[src/rtl/cpu_defs_pkg.sv]
// Shared front-end definitions: reset vector, fetch geometry defaults,
// PC-generator state encoding and the redirect bundle.
package cpu_defs_pkg;

  localparam int CPU_ADDR_W = 32;
  localparam logic [CPU_ADDR_W-1:0] PC_RESET_VEC = 32'h1c00_0000;
  localparam int FETCH_WIDTH_DEF = 2;

  typedef enum logic [1:0] {
    BOOT = 2'd0,
    RUN  = 2'd1,
    HALT = 2'd2
  } pc_state_t;

  // Shared by the exception/ertn and branch redirect sources.
  typedef struct packed {
    logic                  flag;
    logic [CPU_ADDR_W-1:0] target;
  } redirect_t;

  // Slot-offset field width; a one-slot block still carries a 1-bit field.
  function automatic int off_width(input int fetch_width);
    return (fetch_width > 1) ? $clog2(fetch_width) : 1;
  endfunction

endpackage

[src/rtl/pc_slot_mask.sv]
// Maps the instruction-slot offset of a fetch address to the mask of slots
// at or after it within the fetch block. Also used by predecode.
module pc_slot_mask
  import cpu_defs_pkg::*;
#(
  parameter  int FETCH_WIDTH = FETCH_WIDTH_DEF,
  localparam int OFF_W       = off_width(FETCH_WIDTH)
) (
  input  logic [OFF_W-1:0]       off,
  output logic [FETCH_WIDTH-1:0] slot_mask
);

  // NOTE: every always_comb output gets a default first so no path can infer a latch.
  always_comb begin
    slot_mask = '0;
    for (int i = 0; i < FETCH_WIDTH; i++) begin
      slot_mask[i] = (FETCH_WIDTH == 1) ? 1'b1 : (OFF_W'(i) >= off);
    end
  end

endmodule

[src/rtl/pc_gen.sv]
// Fetch-address generator: one block address per ICache handshake, with
// exception and branch redirects and an IDLE halt left only by exception.
module pc_gen
  import cpu_defs_pkg::*;
#(
  parameter int                    ADDR_WIDTH  = CPU_ADDR_W,
  parameter logic [ADDR_WIDTH-1:0] RESET_PC    = PC_RESET_VEC,
  parameter int                    FETCH_WIDTH = FETCH_WIDTH_DEF
) (
  input  logic                   clk,
  input  logic                   rst_n,
  input  logic                   excp_flag_i,
  input  logic [ADDR_WIDTH-1:0]  excp_target_i,
  input  logic                   branch_flag_i,
  input  logic [ADDR_WIDTH-1:0]  branch_target_i,
  input  logic                   idle_i,
  input  logic                   stall_i,
  input  logic                   ready_i,
  output logic [ADDR_WIDTH-1:0]  pc_o,
  output logic                   valid_o,
  output logic [FETCH_WIDTH-1:0] slot_mask_o,
  output logic                   adef_o,
  output logic                   halted_o
);

  localparam int OFF_W     = off_width(FETCH_WIDTH);
  localparam int BLK_BYTES = FETCH_WIDTH * 4;
  localparam logic [ADDR_WIDTH-1:0] BLK_MASK = ~(ADDR_WIDTH'(BLK_BYTES - 1));

  pc_state_t             state, next_state;
  logic [ADDR_WIDTH-1:0] pc_q, pc_next, blk_next;
  redirect_t             excp_r, br_r;
  logic                  adv;

  // Redirect bundles are CPU_ADDR_W wide; ADDR_WIDTH must not exceed it.
  assign excp_r = '{flag: excp_flag_i,   target: CPU_ADDR_W'(excp_target_i)};
  assign br_r   = '{flag: branch_flag_i, target: CPU_ADDR_W'(branch_target_i)};

  assign adv      = valid_o & ready_i & ~stall_i;
  assign blk_next = (pc_q & BLK_MASK) + ADDR_WIDTH'(BLK_BYTES);

  // NOTE: sequential state uses non-blocking assignments so every flop samples pre-edge values.
  always_ff @(posedge clk or negedge rst_n) begin
    if (!rst_n) begin
      state <= BOOT;
      pc_q  <= RESET_PC;
    end else begin
      state <= next_state;
      pc_q  <= pc_next;
    end
  end

  // An exception in RUN overrides a simultaneous idle; IDLE only halts otherwise.
  always_comb begin
    next_state = state;
    unique case (state)
      BOOT:    next_state = RUN;
      RUN:     if (!excp_r.flag && idle_i) next_state = HALT;
      HALT:    if (excp_r.flag) next_state = RUN;
      default: next_state = BOOT;
    endcase
  end

  // Redirects ignore ready/stall; idle without a redirect freezes the PC.
  always_comb begin
    pc_next = pc_q;
    unique case (state)
      RUN: begin
        if (excp_r.flag)        pc_next = ADDR_WIDTH'(excp_r.target);
        else if (br_r.flag)     pc_next = ADDR_WIDTH'(br_r.target);
        else if (!idle_i && adv) pc_next = blk_next;
      end
      HALT:    if (excp_r.flag) pc_next = ADDR_WIDTH'(excp_r.target);
      default: pc_next = pc_q;
    endcase
  end

  always_comb begin
    valid_o  = (state == RUN);
    halted_o = (state == HALT);
  end

  assign pc_o   = pc_q;
  assign adef_o = |pc_q[1:0];

  pc_slot_mask #(
    .FETCH_WIDTH(FETCH_WIDTH)
  ) u_slot_mask (
    .off       (pc_q[OFF_W+1:2]),
    .slot_mask (slot_mask_o)
  );

endmodule

[config.mk]
export PLATFORM = sky130hd
export DESIGN_NAME = pc_gen
export DESIGN_NICKNAME = d
export VERILOG_FILES = /design/src/rtl/cpu_defs_pkg.sv /design/src/rtl/pc_slot_mask.sv /design/src/rtl/pc_gen.sv
export SDC_FILE = /design/constraint.sdc
export NUM_CORES = 1
export LEC_CHECK = 0
export BUFFER_PORTS_ARGS = -buffer_cell sky130_fd_sc_hd__buf_4
export CORE_MARGIN = 2
export CORE_UTILIZATION = 45
export DETAILED_ROUTE_END_ITERATION = 6
export GPL_TIMING_DRIVEN = 0
export PLACE_DENSITY = 0.72
export SYNTH_ARGS = -nofsm -noshare
export SYNTH_HDL_FRONTEND = slang
export SYNTH_SLANG_ARGS = --single-unit
[constraint.sdc]
create_clock -name clk -period 4.2 [get_ports clk]
set_clock_uncertainty 0.05 [all_clocks]
set_input_delay 0 -clock clk [delete_from_list [all_inputs] [get_ports clk]]
set_output_delay 0 -clock clk [all_outputs]
set_load 0.02 [all_outputs]
# Word level (Yosys, flattened, before mapping)
# Index checks and enable logic that the tools add are counted.
dict set report word_totals {
  reg_bits 34
  out_inout_bits 37
  word_cells 30
}
dict set report op_classes {
  n_addsub 1
  order_cmp 2
  n_eq_ne 5
  muxes 8
  n_bitwise 3
  reduce_logical 9
}
# op n
set op_table {}
lappend op_table {{two-way mux 32 bit} 4}
lappend op_table {{one-hot mux 32 bit (2 select lines)} 1}
lappend op_table {{adder 32 x 4 -> 32 bit, second input constant} 1}
lappend op_table {{one-hot mux 2 bit (3 select lines)} 1}
lappend op_table {{two-way mux 2 bit} 2}
lappend op_table {{!= test 4 x 3 -> 1 bit, second input constant} 1}
lappend op_table {{AND reduction 3 bit} 1}
lappend op_table {{AND 1 bit} 2}
lappend op_table {{== test 2 x 1 -> 1 bit, second input constant} 1}
lappend op_table {{== test 2 bit, second input constant} 1}
lappend op_table {{>= comparator 1 bit, first input constant} 2}
lappend op_table {{logical AND 1 bit} 2}
lappend op_table {{zero test 1 bit} 2}
lappend op_table {{zero test 2 bit} 1}
lappend op_table {{!= test 2 x 1 -> 1 bit, second input constant} 1}
lappend op_table {{!= test 2 bit, second input constant} 1}
lappend op_table {{AND reduction 2 bit} 1}
lappend op_table {{nonzero test 2 bit} 1}
lappend op_table {{OR reduction 2 bit} 1}
lappend op_table {{inverter 1 bit} 1}

# Longest topological paths before layout
# Gate-level depths: netlist of run 1.
dict set report logic_depth {
  depth_word 8
  depth_mapped 8
}

# Modules after synthesis
# Synthesis of run 1 repeated with hierarchy kept, for this count alone.
dict set report unflattened {
  cells_unflattened 328
  area_unflattened_um2 2738.9
}
# mod n_inst cells_each area_per_inst_um2 seq_area_each_um2
set by_module_without_submodules {}
lappend by_module_without_submodules {pc_gen 1 325 2723.9 854.6}
lappend by_module_without_submodules {pc_slot_mask 1 3 15.0 0.0}

# Worst setup path after synthesis of run 1
# Ideal clock, no wire load.
dict set report synth_timing {
  path_kind {register to register}
  startpoint {register pc_q[3] (netlist: pc_o[3])}
  endpoint {register pc_q[23] (netlist: pc_o[23])}
  setup_ps 130
  arrival_time_ps 1940
  required_time_ps 4020
  path_slack_ps 2080
  stages_incl_launch_ff 8
  n_path_buf 1
  period_less_slack_ps 2120
  cell_sequence {dfrtp_1 ha_1 nand3_1 or3_1 buf_6 o31a_1 o31ai_1 o21ai_1}
}
dict set report synth_via {
  elab_chain_cells 5
}
# element line_no
set synth_rtl {}
lappend synth_rtl {{from (decl)} pc_gen.sv:31} ;# logic [ADDR_WIDTH-1:0] pc_q, pc_next, blk_next;
lappend synth_rtl {{from (signal assigned)} pc_gen.sv:49} ;# pc_q <= pc_next;
lappend synth_rtl {{adder 32 x 4 -> 32 bit} pc_gen.sv:40} ;# assign blk_next = (pc_q & BLK_MASK) + ADDR_WIDTH'(BLK_BYTES);
lappend synth_rtl {{two-way mux 32 bit} pc_gen.sv:71} ;# else if (!idle_i && adv) pc_next = blk_next;
lappend synth_rtl {{two-way mux 32 bit} pc_gen.sv:70} ;# else if (br_r.flag) pc_next = ADDR_WIDTH'(br_r.target);
lappend synth_rtl {{two-way mux 32 bit} pc_gen.sv:69} ;# if (excp_r.flag) pc_next = ADDR_WIDTH'(excp_r.target);
lappend synth_rtl {{one-hot mux 32 bit (2 select lines)} pc_gen.sv:67} ;# unique case (state)
# Every way passes these cells. The select of a mux whose other input is x is not followed.
# A chain may end at the register's enable or synchronous reset.

# Worst setup path in the final report of run 1
dict set report layout_timing {
  startpoint {register state[1]}
  endpoint {register pc_q[15] (netlist: pc_o[15])}
}
dict set report layout_via {
  elab_chain_cells 6
  elab_cells_between_ends 10
  classes_between {eq/ne (4); mux (1); bitwise (2); reduce/logical (3)}
}
# element line_no
set layout_rtl {}
lappend layout_rtl {{from (decl)} pc_gen.sv:30} ;# pc_state_t state, next_state;
lappend layout_rtl {{from (signal assigned)} pc_gen.sv:48} ;# state <= next_state;
lappend layout_rtl {{== test 2 x 1 -> 1 bit} {pc_gen.sv:67, pc_gen.sv:79}}
lappend layout_rtl {{AND 1 bit (2 in series)} pc_gen.sv:39} ;# assign adv = valid_o & ready_i & ~stall_i;
lappend layout_rtl {{logical AND 1 bit} pc_gen.sv:71}
lappend layout_rtl {{!= test 4 x 3 -> 1 bit (no line)} --}
lappend layout_rtl {{AND reduction 3 bit (no line)} --}
# Parallel ways exist; a longest one is shown, timed or not.

==> impl_results.md, run 1 <==
* Status: completed
* Number of synthesized flops with an enable pin at 0
* Tightest Pin Transition at 859 ps
* Die Y at 80.5 microns
* DRT antenna net count at 0
* Design area at 3920 sq um
* Cell Area, Synth at 2630 sq um
* Slowest cell delay on critical path at 710 ps
* # setup viols final at 0
* Max Slew Vio Count at 0
* Slew margin rel. at 0.425
* Routed vias/inst at 5.82
* GRT Overall Usage at 0.309
* CP Launch Type: register
* Placement Cell Area at 3520 sq um
* Yosys cell types at 53
* H-tree depth at 2
* First-pass GRT wire length at 15.4 mm
* Max Cap Viol at 0
* Die X at 80.5 microns
* YS warnings at 0
* Clock buffer depth at 2
* Final Power at 2.68 mW
* Fmax at 0.340 GHz
* Routed wire length at 9.63 mm
* DRC at 0
* Most frequent cells in the layout: buf_4, a21oi_1, o21ai_0, nand2_1, dlygate4sd3_1
* FFs w/ async S/R, synth at 1.00
* CTS tree: yes
* Syn avg cell area at 7.82 sq um
* Max VDD drop at 0.348 mV
* Gr ovfl total at 0
* Period minus WS final at 2940 ps
* Via count at 3226
* Num rows at 27
* Area growth syn-to-layout at 48.7%
* CTS Buf Count at 5
* Routed len/inst at 17.4 microns
* CORE AREA at 5570 sq um
* Clk sink count at 34
* Post-detail-place hpwl at 6.76 mm
* RSZ-0062 raised after global routing: no
* Critical-path maximum fanout at 10
* Clock root cell: clkbuf_8
* Layout cells sized above 1 at 0.270
* Syn Inst Count at 337
* Leakage power at 1.75 nW
* Die ar. at 6480 sq um
* Initial Util at 0.473
* Main synth FF type: dfrtp_1
* Mapped Nets at 414
* Final period util at 0.701
* Worst Path Arrival at 3070 ps
* Fin Hold WS at 8.23 ps
* Pwr dens at 685 nW/um^2
* Vias in the first global route at 3110
* Initial DRT Pass Iterations at 5
* Iteration-0 DRC Markers at 324
* Largest net degree at the start of global routing at 35
* Gpl congestion at 0.846
* Worst Path Required at 4330 ps
* Crit-path slowest cell: o211ai_1
* Total negative slack at 0 ps
* Initial antenna violation count at 0
* Sequential area share after synthesis at 0.324
* Diode count at 0
* Crit path capture type: register
* Nets at 559
* Clk slew on worst S/H paths at 70 ps
* CP Class: reg2reg
* IO Pins at 108
* Commonest non-fill, non-tap cell in the layout: buf_4
* FF+latch count, synth at 34
* Cts repair resizes at 0
* I/O Buffers at 106
* Final hold vios at 0
* Clock latency on the worst-skew pair at 290 ps
* Critical path cell sequence: inv_1 > ha_1 > nand2b_1 > o211ai_1 > clkbuf_1 > o21ai_0 > dlygate4sd3_1
* Worst hold path class: in2reg
==> cells in the mapped netlist, drive strengths merged, types with 5 or more instances <==
library cell | number | area, sq um
a21oi | 38 | 190
o21ai | 35 | 175
nand2 | 34 | 128
dfrtp | 31 | 776
nand3 | 17 | 85.1
clkbuf | 16 | 61.3
nor2 | 15 | 56.3
inv | 14 | 52.6
nor3 | 12 | 60.1
a22oi | 10 | 75.1
buf | 8 | 51.3
mux2i | 8 | 80.1
nand2b | 8 | 50.1
nand4 | 8 | 65.1
o31ai | 7 | 52.6
xnor2 | 7 | 61.3
a31oi | 6 | 37.5
and4 | 6 | 52.6
ha | 6 | 75.1
and3 | 5 | 31.3
xor2 | 5 | 43.8
==> through the flow <==
step / util / std cells / setup WS (ps)
floorplan: - / 337 / 2080
global route: 0.703 / 554 / 1050
detailed placement: 0.631 / 515 / 1800
CTS: 0.703 / 554 / 1280
finish: 0.703 / 554 / 1260
global placement: 0.631 / 515 / 1840
==> logic make-up (layout without fill, tap and decap cells) <==
kind of cell,count (synthesis),after routing,share of synthesized area
compound gates,119,119,0.275
flops,34,34,0.324
buf+inv,38,183,0.0627
other cells,1,1,0.00142
mux,8,8,0.0304
fa+ha+maj,6,6,0.0285
xor+xnor,12,12,0.0399
simple gates,119,119,0.238
==> final timing paths <==
check	startpoint	to	slack, ps	depth (start not counted)
worst max-delay path	state[1]	pc_o[15]	1260	7
worst min-delay path	excp_target_i[24]	pc_o[24]	8	3
worst max register to register	state[1]	pc_o[15]	1260	7
worst min register to register	pc_o[31]	pc_o[31]	470	1
max in group asynchronous	rst_n	pc_o[26]	3580	2
min in group asynchronous	rst_n	state[1]	150	2
==> final cells by class <==
class / count / area (sq um)
multi-input cells: 265 / 1610
fillers: 482 / 1660
well taps: 72 / 90.1
inverters: 14 / 52.6
repair buffers: 138 / 1120
clock buffers: 7 / 76.3
plain buffers: 24 / 113
flip-flops and latches: 34 / 855
==> state kept, by name, indices dropped and copies added (netlist names) <==
register,cells
pc_o,32
state,2
==> worst max-delay path, delay by kind of cell (launching register included) <==
kind,cells,cell delay (ps)
buf+inv,3,1170
compound gates,2,880
flops,1,410
fa+ha+maj,1,210
simple gates,1,100
==> routing by layer <==
layer  up-vias  share of wire  GRT usage
met5         -              0          0
met4         0          0.018     0.0932
met3        17          0.084     0.0449
met2       173           0.47      0.517
met1      1509           0.43      0.411
li1       1527              -          -
==> timing repair <==
action | CTS | global route
hold buffers | 32 | 0
setup buffers | 0 | 0
hold endpoints to repair | 59 | 0
==> power breakdown <==
group	total (mW)	internal [mW]	switching (mW)
combinational	1.68	0.719	0.966
clock	0.242	0.114	0.127
sequential	0.754	0.510	0.244
Power figures use the tool's default switching activity.
==> run 2, diff against run 1 <==
clock period = 3 ns   (was 4.2 ns; I/O delays follow)
==> impl_results.md, run 2 (synthesized netlist as in run 1, its figures left out) <==
* Worst hold path class: in2reg
* Clock buffer depth at 2 (unchanged)
* Final Power at 3.80 mW (+42%)
* GRT Overall Usage at 0.309 (unchanged)
* Routed vias/inst at 5.88 (+0.97%)
* Clock root cell: clkbuf_8
* CTS Buf Count at 5 (unchanged)
* Tightest Pin Transition at 723 ps (-137 ps)
* Critical path capture point: pc_o[15]
* CTS tree: yes
* Final period util at 0.902 (+0.201)
* Gpl congestion at 0.846 (unchanged)
* CP Launch Type: register
* Via count at 3269 (+1.3%)
* Clock latency on the worst-skew pair at 290 ps (about the same)
* Layout cells sized above 1 at 0.281 (+0.0113)
* Num rows at 27 (unchanged)
* Routed len/inst at 17.5 microns (+0.57%)
* Most frequent cells in the layout: buf_4, a21oi_1, o21ai_0, nand2_1, dlygate4sd3_1
* Worst Setup SP: pc_o[3]
* Die X at 80.5 microns (unchanged)
* Pwr dens at 966 nW/um^2 (+41%)
* Die ar. at 6480 sq um (unchanged)
* Setup WS pre-CTS at 603 ps (-1200 ps)
* Initial antenna violation count at 0 (unchanged)
* FF-to-FF setup slack at 290 ps (-960 ps)
* # setup viols final at 0 (unchanged)
* Slew margin rel. at 0.514 (+0.0899)
* Design area at 3940 sq um (+0.51%)
* Iteration-0 DRC Markers at 301 (-7.1%)
* RSZ-0062 raised after global routing: no
* Max VDD drop at 0.492 mV (+41%)
* CP Class: reg2reg
* Crit path capture type: register
* Period minus WS final at 2710 ps (-238 ps)
* Max Cap Viol at 0 (unchanged)
* Worst Path Arrival at 2830 ps (-240 ps)
* Largest net degree at the start of global routing at 35 (unchanged)
* Post-Layout Cell Count at 556 (+0.36%)
* Vias in the first global route at 3110 (unchanged)
* Fmax at 0.370 GHz (+8.8%)
* Area growth syn-to-layout at 49.5%
* Fillers at 477 (-1.0%)
* Fin Hold WS at 3.92 ps (-4.30 ps)
* Die Y at 80.5 microns (unchanged)
* Placement Cell Area at 3520 sq um (unchanged)
* Initial DRT Pass Iterations at 5 (unchanged)
* Total negative slack at 0 ps (unchanged)
* CORE AREA at 5570 sq um (unchanged)
* Inst Count DP at 515 (unchanged)
* Reg2reg path depth at 8 (+1)
* Nets at 561 (+0.36%)
* DRT antenna net count at 0 (unchanged)
* Leakage power at 1.77 nW (+1.2%)
* IO Pins at 108 (unchanged)
* Fin worst setup slack at 294 ps (-962 ps)
* Gr ovfl total at 0 (unchanged)
* I/O Buffers at 106 (unchanged)
* Initial Util at 0.473 (unchanged)
* Clk slew on worst S/H paths at 70 ps (about the same)
* Status: completed
* First-pass GRT wire length at 15.4 mm (unchanged)
* Post-detail-place hpwl at 6.76 mm (unchanged)
* Max reg flops at 32 (unchanged)
* Final Util at 0.706 (+0.00359)
* Final hold vios at 0 (unchanged)
* Reg2reg end: pc_o[15]
* Critical-path maximum fanout at 10 (unchanged)
* Max Slew Vio Count at 0 (unchanged)
* DRC at 0 (unchanged)
* Worst Path Required at 3120 ps (-1210 ps)
* Clk sink count at 34 (unchanged)
* Worst r2r src: pc_o[3]
* Commonest non-fill, non-tap cell in the layout: buf_4
* Routed wire length at 9.72 mm (+0.93%)
* H-tree depth at 2 (unchanged)
* Diode count at 0 (unchanged)
==> run 2: cell types whose count changed in the layout (fill, tap and decap cells not counted) <==
cell | previous run | this run
clkbuf_1 | 17 | 13
clkbuf_2 | 1 | 5
buf_4 | 108 | 110
==> run 2: critical path, cell delays in order (launching register included) <==
cell,delay (ps)
dfrtp_1,530
ha_1,370
nand3_1,180
or3_1,390
buf_6,160
xnor2_1,120
mux2i_1,120
o21ai_0,90
dlygate4sd3_1,580
==> run 2: where the power goes <==
part | switching (mW) | internal [mW] | leakage (nW) | total [mW]
sequential | 0.345 | 0.714 | 0.403 | 1.06
clock | 0.179 | 0.160 | 0.0383 | 0.339
combinational | 1.37 | 1.03 | 1.33 | 2.40
total | 1.89 | 1.91 | 1.77 | 3.80
==> run 2: how the worst min path moves through the flow <==
stage / slack (ps) / to / cells after the start / start
6_report: 4 / pc_o[24] / 3 / excp_target_i[24]
4_1_cts: 3 / pc_o[24] / 3 / excp_target_i[24]
3_3_place_gp: -60 / state[0] / 1 / rst_n
2_1_floorplan: -350 / pc_o[0] / 0 / rst_n
5_1_grt: 40 / pc_o[24] / 3 / excp_target_i[24]
3_5_place_dp: -60 / state[1] / 1 / rst_n
==> run 2: area by class of cell <==
| type | count | area (sq um) | share of cell area |
|---|---|---|---|
| Multi-Input combinational cell | 265 | 1610 | 0.410 |
| Timing Repair Buffer | 140 | 1130 | 0.287 |
| Sequential cell | 34 | 855 | 0.217 |
| Buffer | 24 | 118 | 0.0299 |
| Tap cell | 72 | 90.1 | 0.0229 |
| Clock buffer | 7 | 76.3 | 0.0194 |
| Inverter | 14 | 52.6 | 0.0134 |
==> run 2: what timing repair did <==
item	4_1_cts	5_1_grt
hold endpoints to repair	59	0
resized for setup	0	8
hold buffers	32	0
buffers inserted	0	2
endpoints found under the setup margin	0	5
==> run 2: metal layers <==
metal	share of wire	vias up	track usage	wire (microns)
met1	0.43	1532	0.411	4170
met4	0.019	0	0.0932	189
met5	0	-	0	0
met3	0.084	18	0.0449	820
li1	-	1536	-	-
met2	0.47	183	0.517	4540
==> run 3, diff against run 2 <==
SETUP_SLACK_MARGIN = 0.5   (was not set)
==> impl_results.md, run 3 (synthesized netlist as in run 1, its figures left out) <==
* # setup viols final at 0 (unchanged)
* Most Used Layer, Global Route: met2
* Die X at 80.5 microns (unchanged)
* Clock latency on the worst-skew pair at 290 ps (about the same)
* Gate power share at 0.620 (-0.012)
* Largest net degree at the start of global routing at 35 (unchanged)
* Critical-path maximum fanout at 10 (unchanged)
* Post-Layout Cell Count at 556 (unchanged)
* Iteration-0 DRC Markers at 284 (-5.6%)
* DRC at 0 (unchanged)
* Diode count at 0 (unchanged)
* Layout cells sized above 1 at 0.279 (-0.00207)
* Fillers at 480 (+0.63%)
* GRT Overall Usage at 0.305 (-0.00395)
* Status: completed
* Met3 Track Usage GR at 0.0472 (+0.00225)
* Fin worst setup slack at 628 ps (+334 ps)
* Initial antenna violation count at 0 (unchanged)
* Inst Count DP at 515 (unchanged)
* Worst hold path class: in2reg
* Most frequent cells in the layout: buf_4, a21oi_1, o21ai_0, nand2_1, dlygate4sd3_1
* Max reg flops at 32 (unchanged)
* Nets at 561 (unchanged)
* Die ar. at 6480 sq um (unchanged)
* CORE AREA at 5570 sq um (unchanged)
* Met1 usage at 0.411 (about the same)
* Initial DRT Pass Iterations at 5 (unchanged)
* Max Slew Vio Count at 0 (unchanged)
* Total negative slack at 0 ps (unchanged)
* CTS tree: yes
* IO Pins at 108 (unchanged)
* Routed vias/inst at 5.84 (-0.64%)
* Gr ovfl total at 0 (unchanged)
* Max Cap Viol at 0 (unchanged)
* Area growth syn-to-layout at 49.5% (about the same)
* First-pass GRT wire length at 15.1 mm (-1.5%)
* CTS Buf Count at 5 (unchanged)
* Fmax at 0.422 GHz (+14%)
* Vias in the first global route at 3050 (-1.9%)
* CP Launch Type: register
* Leakage power at 1.76 nW (-0.43%)
* RSZ-0062 raised after global routing: no
* Final hold vios at 0 (unchanged)
* Initial Util at 0.473 (unchanged)
* Routed wire length at 9.61 mm (-1.1%)
* DRT antenna net count at 0 (unchanged)
* Via count at 3248 (-0.64%)
* Gpl congestion at 0.846 (unchanged)
* Clk slew on worst S/H paths at 70 ps (about the same)
* Sequential power share at 0.289 (+0.010)
* Final Power at 3.67 mW (-3.6%)
* Worst Path Required at 3110 ps (about the same)
* CP Class: reg2reg
* I/O Buffers at 106 (unchanged)
* Met2 global-route usage at 0.501 (-0.0158)
* Setup WS pre-CTS at 603 ps (unchanged)
* Clock buffer depth at 2 (unchanged)
* Post-detail-place hpwl at 6.76 mm (unchanged)
* Fin Hold WS at 8.34 ps (+4.42 ps)
* Slew margin rel. at 0.586 (+0.0712)
* Tightest Pin Transition at 621 ps (-101 ps)
* Placement Cell Area at 3520 sq um (unchanged)
* Pwr dens at 930 nW/um^2 (-3.7%)
* Routed len/inst at 17.3 microns (-1.1%)
* FF-to-FF setup slack at 630 ps (+330 ps)
* Period minus WS final at 2370 ps (-334 ps)
* Num rows at 27 (unchanged)
* Max VDD drop at 0.484 mV (-1.6%)
* Die Y at 80.5 microns (unchanged)
* Worst Path Arrival at 2480 ps (-350 ps)
* Clk sink count at 34 (unchanged)
* Final period util at 0.791 (-0.111)
* H-tree depth at 2 (unchanged)
* Net Sw Power at 1.86 mW (-1.9%)
* Switching part of the total power at 0.507 (+0.00855)
* Design area at 3940 sq um (about the same)
* Crit path capture type: register
* Clock root cell: clkbuf_8
* Final Util at 0.707 (about the same)
* Clk pwr share at 0.092 (+0.003)
* Int Pwr at 1.81 mW (-5.2%)
* Commonest non-fill, non-tap cell in the layout: buf_4
## run 3: cell counts in the layout (fill, tap and decap cells not counted)
Identical to the previous run, type by type.
## run 3: final timing paths
kind                                    from  cells past startpoint  endpoint
setup / recovery                     pc_o[4]                      7  pc_o[23]
hold / removal             excp_target_i[24]                      3  pc_o[24]
setup reg to reg                     pc_o[4]                      7  pc_o[23]
hold reg to reg                     pc_o[31]                      1  pc_o[31]
max in group asynchronous              rst_n                      2  pc_o[26]
min in group asynchronous              rst_n                      2  state[1]
## run 3: power by group through the flow
stage	clock (mW)	combinational [mW]	sequential (mW)
6_report	0.335	2.27	1.06
3_5_place_dp	0	2.18	1.06
4_1_cts	0.342	2.22	1.05
3_3_place_gp	0	2.15	1.05
2_1_floorplan	0	1.13	1.23
5_1_grt	0.361	2.47	1.09
## run 3: worst max-delay path, cell delays in order, from the launching register on
cell     delay, ps
dfrtp_1        520
ha_1           390
nand3_1        200
or3_1          390
buf_6          160
o31a_1         240
o31ai_1        210
o21ai_1         80
## run 3: layout make-up
type	instances	area, sq um	share of cell area
clock buffer	7	76.3	0.0194
inverter	14	52.6	0.0133
multi-input combinational	265	1620	0.411
timing repair buffer	140	1130	0.287
buffer	24	115	0.0292
tap	72	90.1	0.0229
sequential	34	855	0.217
## run 3: layer usage
layer | part of all wire | up-vias
met5 | 0 | -
met1 | 0.42 | 1517
met3 | 0.090 | 18
li1 | - | 1531
met4 | 0.018 | 0
met2 | 0.47 | 182
## run 3: timing repair
action	4_1_cts	5_1_grt
hold buffers	32	0
gates resized for setup	0	5
buffers inserted	0	2
hold endpoints to repair	59	0
setup endpoints to repair	0	17
